<file path="src/rtl/dd_usb_pkg.sv">
// Shared definitions for the USB-side sample path: FSM state codes, FIFO geometry
// and default burst/word sizes.
package dd_usb_pkg;

    localparam int DATA_WIDTH = 16;
    localparam int FIFO_DEPTH = 8192;
    localparam int BURST_LEN  = 4096;
    localparam int CNT_WIDTH  = 13;

    localparam logic [2:0] IDLE  = 3'd0;
    localparam logic [2:0] WAIT  = 3'd1;
    localparam logic [2:0] ARMED = 3'd2;
    localparam logic [2:0] BURST = 3'd3;
    localparam logic [2:0] ERROR = 3'd4;

    typedef enum logic [2:0] {
        stIdle  = IDLE,
        stWait  = WAIT,
        stArmed = ARMED,
        stBurst = BURST,
        stError = ERROR
    } readerState_t;

endpackage

</file>
<file path="src/rtl/usb_burst_counter.sv">
// Counts popped words within one burst and flags the last word of the burst.
module usb_burst_counter
    import dd_usb_pkg::*;
#(
    parameter int BURST_LEN = dd_usb_pkg::BURST_LEN,
    parameter int CNT_WIDTH = dd_usb_pkg::CNT_WIDTH
) (
    input  logic outputClock,
    input  logic nReset,
    input  logic clear,
    input  logic enable,
    output logic terminalCount
);

    localparam logic [CNT_WIDTH-1:0] LAST_COUNT = CNT_WIDTH'(BURST_LEN - 1);

    logic [CNT_WIDTH-1:0] count;

    always_ff @(posedge outputClock or negedge nReset) begin
        if (!nReset) begin
            count <= '0;
        end else if (clear) begin
            count <= '0;
        end else if (enable) begin
            count <= count + CNT_WIDTH'(1);
        end
    end

    assign terminalCount = (count == LAST_COUNT);

endmodule

</file>
<file path="src/rtl/usb_burst_reader.sv">
// USB-domain reader of the sample FIFO: waits for half-full, then streams one
// fixed-length burst to the FX3, with sticky overflow detection.
//
//  state | meaning
//  IDLE  | capture disabled, nothing advertised
//  WAIT  | collecting, waiting for FIFO level above half
//  ARMED | burst advertised, waiting for FX3 to become ready
//  BURST | popping words to the FX3, paced by fx3Ready/empty
//  ERROR | FIFO overflowed; held until collectData drops
module usb_burst_reader
    import dd_usb_pkg::*;
#(
    parameter int DATA_WIDTH = dd_usb_pkg::DATA_WIDTH,
    parameter int BURST_LEN  = dd_usb_pkg::BURST_LEN,
    parameter int CNT_WIDTH  = dd_usb_pkg::CNT_WIDTH
) (
    input  logic                  outputClock,
    input  logic                  nReset,
    input  logic                  collectData,
    input  logic [DATA_WIDTH-1:0] fifoData,
    input  logic                  empty_flag,
    input  logic                  halfFull_flag,
    input  logic                  full_flag,
    input  logic                  fx3Ready,
    output logic                  outputAck,
    output logic [DATA_WIDTH-1:0] usbData,
    output logic                  usbValid,
    output logic                  dataAvailable,
    output logic                  overflowError
);

    readerState_t state, nextState;
    logic pop;
    logic clearCount;
    logic lastWord;

    usb_burst_counter #(
        .BURST_LEN(BURST_LEN),
        .CNT_WIDTH(CNT_WIDTH)
    ) burstCounter (
        .outputClock  (outputClock),
        .nReset       (nReset),
        .clear        (clearCount),
        .enable       (pop),
        .terminalCount(lastWord)
    );

    // Full blocks the pop in the same cycle so no word is read from a corrupted FIFO.
    assign pop = (state == stBurst) && fx3Ready && !empty_flag && collectData && !full_flag;
    assign outputAck = pop;

    always_comb begin
        nextState  = state;
        clearCount = 1'b0;
        if (!collectData) begin
            nextState = stIdle;
        end else if (full_flag && (state != stIdle)) begin
            nextState = stError;
        end else begin
            case (state)
                stIdle:  nextState = stWait;
                stWait: begin
                    if (halfFull_flag) begin
                        nextState  = stArmed;
                        clearCount = 1'b1;
                    end
                end
                stArmed: if (fx3Ready) nextState = stBurst;
                stBurst: if (pop && lastWord) nextState = stWait;
                stError: nextState = stError;
                default: nextState = stIdle;
            endcase
        end
    end

    always_ff @(posedge outputClock or negedge nReset) begin
        if (!nReset) begin
            state         <= stIdle;
            usbData       <= '0;
            usbValid      <= 1'b0;
            dataAvailable <= 1'b0;
            overflowError <= 1'b0;
        end else begin
            state         <= nextState;
            usbValid      <= pop;
            if (pop) begin
                usbData <= fifoData;
            end
            dataAvailable <= (nextState == stArmed) || (nextState == stBurst);
            overflowError <= (nextState == stError);
        end
    end

endmodule

</file>
<file path="config.mk">
export PLATFORM = sky130hd
export DESIGN_NAME = usb_burst_reader
export DESIGN_NICKNAME = d
export VERILOG_FILES = /design/src/rtl/dd_usb_pkg.sv /design/src/rtl/usb_burst_counter.sv /design/src/rtl/usb_burst_reader.sv
export SDC_FILE = /design/constraint.sdc
export NUM_CORES = 1
export LEC_CHECK = 0
export CAP_MARGIN = 10
export CELL_PAD_IN_SITES_DETAIL_PLACEMENT = 1
export CELL_PAD_IN_SITES_GLOBAL_PLACEMENT = 1
export CORE_MARGIN = 4
export CORE_UTILIZATION = 37
export DETAILED_ROUTE_END_ITERATION = 12
export PLACE_DENSITY_LB_ADDON = 0.1
export SLEW_MARGIN = 20
export SYNTH_ARGS = -nofsm -noshare
export SYNTH_HDL_FRONTEND = slang
export SYNTH_SLANG_ARGS = --single-unit
</file>
<file path="constraint.sdc">
create_clock -name outputClock -period 1.7 [get_ports outputClock]
set_input_delay 0.255 -clock outputClock [delete_from_list [all_inputs] [get_ports outputClock]]
set_output_delay 0.255 -clock outputClock [all_outputs]
set_load 0.005 [all_outputs]
</file>
# Yosys cells after proc, flatten, opt, wreduce, memory -nomap -nowiden
# Index checks and enable logic that the tools add are counted.
# Widths: inputs -> output; s select.
# totals
regBits	35
output_inout_bits	20
word_cells	39
# classes
reduce_logical	12
mux	12
n_addsub	1
n_eq_ne	8
# op_table
operator	n
$mux 13	2
$mux 3	5
$pmux 3 s5	1
$add 13x1->13 const B	1
$eq 13x12->1 const B	1
$eq 3x2->1 const B	4
$eq 3x3->1 const B	2
$logic_and 1x1->1	6
$mux 1	4
$eq 3x1->1 const B	1
$logic_not 3->1	1
$reduce_bool 3->1	1
$logic_not 1->1	2
$reduce_bool 2->1	1
$logic_or 1x1->1	1

# Depth between registers and ports, before layout
# Gate-level depths: netlist of run 1.
# logic_depth
word_depth	12
ltp_mapped	7

# Hierarchy
# A second synthesis of run 1 with hierarchy kept.
# unflattened
hier_cells	123
area_unflattened_um2	1595.3
# by_module_without_submodules
module	seq_area_each_um2	area_per_inst_um2	cells_each	n_inst
usb_burst_reader	550.5	918.4	57	1
usb_burst_counter	325.3	676.9	66	1

# Least setup slack after synthesis of run 1
# Ideal clock, no wire load.
# synth_timing
path_kind	reg-to-output
start	register state[1] (netlist name)
end	output usbData[2]
arrival_time_ns	1.428
slack_ns	0.147
path_buffers	3
path_stages_with_launch	7
setup_ns	0.125
required_ns	1.575
cell_sequence	dfrtp_1 and3b_1 buf_2 and2_4 buf_6 buf_12 mux2_4
# synth_lines
item	line_no	source
end, declared	usb_burst_reader.sv:26	output logic [DATA_WIDTH-1:0] usbData,

==> impl_metrics.env, run 1 <==
export IMPL_result_of_the_run="finished, violations left"
export IMPL_violations="setup timing"
export IMPL_synth_edff_count=0
export IMPL_place_detailed_instances=229
export IMPL_worstPathRequired_ns=1.91
export IMPL_regToRegSetupSlack_ns=-0.006
export IMPL_power_density_nw_per_um2=748
export IMPL_grt_max_degree=36
export IMPL_synth_area_um2=1570
export IMPL_first_global_vias=1353
export IMPL_fin_cells=243
export IMPL_placed_area_um2=2110
export IMPL_cts_root_to_sink_buffers=2
export IMPL_route_top_layer_used="met4"
export IMPL_clkLatencyLatePin_ns=0.28
export IMPL_drtIter0Drc=68
export IMPL_layout_commonest_cell="sky130_fd_sc_hd__clkdlybuf4s50_1"
export IMPL_share_of_total_power_in_the_clock_network_pct=38.3
export IMPL_grt_antenna_before_repair=0
export IMPL_total_power_mw=1.71
export IMPL_place_hpwl_mm=2.76
export IMPL_rows=23
export IMPL_routed_wire_length_per_instance_um=16.0
export IMPL_place_gp_congestion=0.801
export IMPL_tritoncts_clock_tree="yes"
export IMPL_most_common_layout_cells="sky130_fd_sc_hd__clkdlybuf4s50_1, sky130_fd_sc_hd__dfrtp_1, sky130_fd_sc_hd__buf_4"
export IMPL_max_clock_freq_mhz=586
export IMPL_p_leak_nw=1.05
export IMPL_dr_total_vias=1222
export IMPL_route_met2_wl_mm=1.95
export IMPL_finish_net_count=216
export IMPL_fin_crit_sh_pct=100
export IMPL_finalHoldViolCount=0
export IMPL_htreeDepth=2
export IMPL_grt_first_pass_wirelength_mm=6.38
export IMPL_antenna_cells=0
export IMPL_core_area_um2=4060
export IMPL_area_delta_synth_final_pct=45.5
export IMPL_cts_sinks=35
export IMPL_post_route_drc_count=0
export IMPL_final_critical_path_setup_slack_ns=-0.00645
export IMPL_worstPathArrival_ns=1.92
export IMPL_chipWidth_um=73.2
export IMPL_dr_wl_met3_um=210
export IMPL_timing_critical_path_from_type="flop"
export IMPL_track_usage_pct=15.6
export IMPL_timing_clock_skew_ns=0.00720
export IMPL_irDropWorstVdd_v=0.000403
export IMPL_worstReg2RegEnd="burstCounter.count[9]"
export IMPL_timing_worst_slew_pin_value_ns=0.453
export IMPL_yosys_register_bits=35
export IMPL_path_class_of_the_lowest_slack_min_delay_path="in2async"
export IMPL_synth_async_reset_ratio_pct=100
export IMPL_ys_dominant_reg_cell="sky130_fd_sc_hd__dfrtp_1"
export IMPL_drt_vias_per_instance=5.03
export IMPL_drt_total_wl_mm=3.88
export IMPL_cp_max_fo=4
export IMPL_finish_utilization_pct=56.5
export IMPL_yosysWarnings=0
export IMPL_drv_slew=0
export IMPL_share_seq_of_total_power_pct=51.2
export IMPL_syn_inst=128
export IMPL_r2r_start="state[2]"
export IMPL_chipHeight_um=73.2
export IMPL_switching_share_pct=21.8
export IMPL_max_slew_margin_rel_pct=69.8
export IMPL_timing_final_setup_violations=1
export IMPL_wl_met1_mm=1.64
export IMPL_grt_overflow_total=0
export IMPL_clock_root_buffer="sky130_fd_sc_hd__clkbuf_8"
export IMPL_worst_setup_path_end_kind="flop"
export IMPL_post_synth_cell_area_avg_um2=12.3
export IMPL_fraction_of_final_layout_cells_with_drive_strength_greater_than_1_pct=28.0
export IMPL_postCtsHoldBufs=0
export IMPL_type_of_the_setup_path_with_the_least_slack="reg2reg"
export IMPL_worst_r2r_path_depth=6
export IMPL_drtPass1Iterations=4
export IMPL_comb_power_share_pct=10.5
export IMPL_hold_slack_ns=0.391
export IMPL_final_period_minus_worst_setup_slack_ns=1.71
export IMPL_cts_buffers=5
export IMPL_port_buffers=42
export IMPL_die_outline_area_um2=5360
export IMPL_power_internal_mw=1.34
export IMPL_worst_setup_hold_path_clk_slew_ns=0.07
export IMPL_mappedNetlistNets=152
export IMPL_layout_cell_area_non_filler_um2=2290
export IMPL_total_switching_power_mw=0.374
export IMPL_max_cap_violations=0
export IMPL_floorplan_io_pins=43
export IMPL_share_of_synthesized_area_occupied_by_flip_flops_and_latches_pct=55.6
export IMPL_grt_setup_unrepaired="yes"
export IMPL_route_antenna_remaining_nets=0
export IMPL_ys_types=31
export IMPL_start_util_pct=38.8
[registers in the layout, summed over array words and instances, names as in the netlist]
name	cells
usbData	16
burstCounter.count	13
state	3
dataAvailable	1
overflowError	1
usbValid	1
[logic make-up after synthesis]
group                    Yosys count  share of synthesized area (%)
XOR/XNOR                           7                           3.90
adder cells (fa/ha/maj)            1                          0.795
flip-flops                        35                           55.6
buffers and inverters              7                           3.82
AND/OR/NAND/NOR                   45                           16.7
AO/OA/AOI/OAI                     16                           5.41
multiplexers                      17                           13.8
[area by class of cell]
type / instances / area (um^2)
clock buffers: 8 / 100
inverters: 2 / 7.51
flip-flops and latches: 35 / 876
multi-input cells: 86 / 671
well taps: 50 / 62.6
repair buffers: 62 / 574
fillers: 430 / 1770
[power groups by stage]
stage | logic [mW] | clock network (mW) | registers, mW
final | 0.179 | 0.657 | 0.877
after global routing | 0.197 | 0.712 | 0.881
after CTS | 0.179 | 0.675 | 0.878
after detailed placement | 0.174 | 0 | 0.894
after global placement | 0.168 | 0 | 0.891
after floorplan | 0.0499 | 0 | 0.893
[how the worst max path moves through the flow]
stage                startpoint                      to  slack [ns]
finish                 state[2]   burstCounter.count[9]      -0.006
global route           state[2]   burstCounter.count[9]       -0.09
CTS                    state[2]  burstCounter.count[11]       -0.02
detailed placement  collectData               outputAck       -0.33
global placement    collectData               outputAck       -0.28
floorplan              state[1]              usbData[2]        0.15
[critical path, stage by stage, from the launching register on]
cell                       delay [ns]
sky130_fd_sc_hd__dfrtp_1         0.40
sky130_fd_sc_hd__and4bb_2        0.32
sky130_fd_sc_hd__buf_6           0.11
sky130_fd_sc_hd__buf_6           0.09
sky130_fd_sc_hd__nand4_1         0.17
sky130_fd_sc_hd__or3_4           0.42
sky130_fd_sc_hd__a21oi_2         0.12
[synth_stat cells (2+ instances only)]
| cell type | n | share of area (%) |
|---|---|---|
| sky130_fd_sc_hd__dfrtp_1 | 35 | 56 |
| sky130_fd_sc_hd__nor2_1 | 11 | 2.6 |
| sky130_fd_sc_hd__mux2_2 | 9 | 6.4 |
| sky130_fd_sc_hd__o21ai_0 | 8 | 2.5 |
| sky130_fd_sc_hd__mux2_4 | 7 | 6.7 |
| sky130_fd_sc_hd__nand4_1 | 7 | 2.8 |
| sky130_fd_sc_hd__a21oi_1 | 6 | 1.9 |
| sky130_fd_sc_hd__xor2_1 | 5 | 2.8 |
| sky130_fd_sc_hd__or3_1 | 4 | 1.6 |
| sky130_fd_sc_hd__and2_1 | 3 | 1.2 |
| sky130_fd_sc_hd__nand2_1 | 3 | 0.72 |
| sky130_fd_sc_hd__nor4_1 | 3 | 1.2 |
| sky130_fd_sc_hd__a21boi_0 | 2 | 0.95 |
| sky130_fd_sc_hd__and3_1 | 2 | 0.79 |
| sky130_fd_sc_hd__and4_1 | 2 | 1.1 |
| sky130_fd_sc_hd__buf_2 | 2 | 0.64 |
| sky130_fd_sc_hd__buf_6 | 2 | 1.4 |
| sky130_fd_sc_hd__inv_1 | 2 | 0.48 |
| sky130_fd_sc_hd__nand3_1 | 2 | 0.64 |
| sky130_fd_sc_hd__xnor2_1 | 2 | 1.1 |
[layer usage]
layer / vias up / global-route usage [%]
li1: 579 / -
met1: 597 / 19.5
met2: 35 / 25.5
met3: 11 / 4.41
met4: 0 / 5.94
met5: - / 0
[repair_timing]
item                                    4_1_cts  5_1_grt
setup buffers                                 3        3
endpoints found under the setup margin        3        8
pin swaps                                     3        5
cloned                                        0        0
resized for setup                             7       10
[per-stage QoR]
stage | setup slack, ns | setup TNS, ns
2_1_floorplan | 0.147 | 0
3_3_place_gp | -0.275 | -4.53
3_5_place_dp | -0.325 | -6.54
4_1_cts | -0.0195 | -0.0195
5_1_grt | -0.0902 | -0.167
6_report | -0.00645 | -0.00645
Power figures use the tool's default switching activity.
==> run 2: changes to the inputs <==
--- a/config.mk
+++ b/config.mk
@@ -10,6 +10,7 @@
 export CELL_PAD_IN_SITES_GLOBAL_PLACEMENT = 1
 export CORE_MARGIN = 4
 export CORE_UTILIZATION = 37
+export CTS_CLUSTER_DIAMETER = 100
 export DETAILED_ROUTE_END_ITERATION = 12
 export PLACE_DENSITY_LB_ADDON = 0.1
 export SLEW_MARGIN = 20
==> results of run 2 <==
Same layout as run 1: the final DEF is identical, and so are final timing and power.
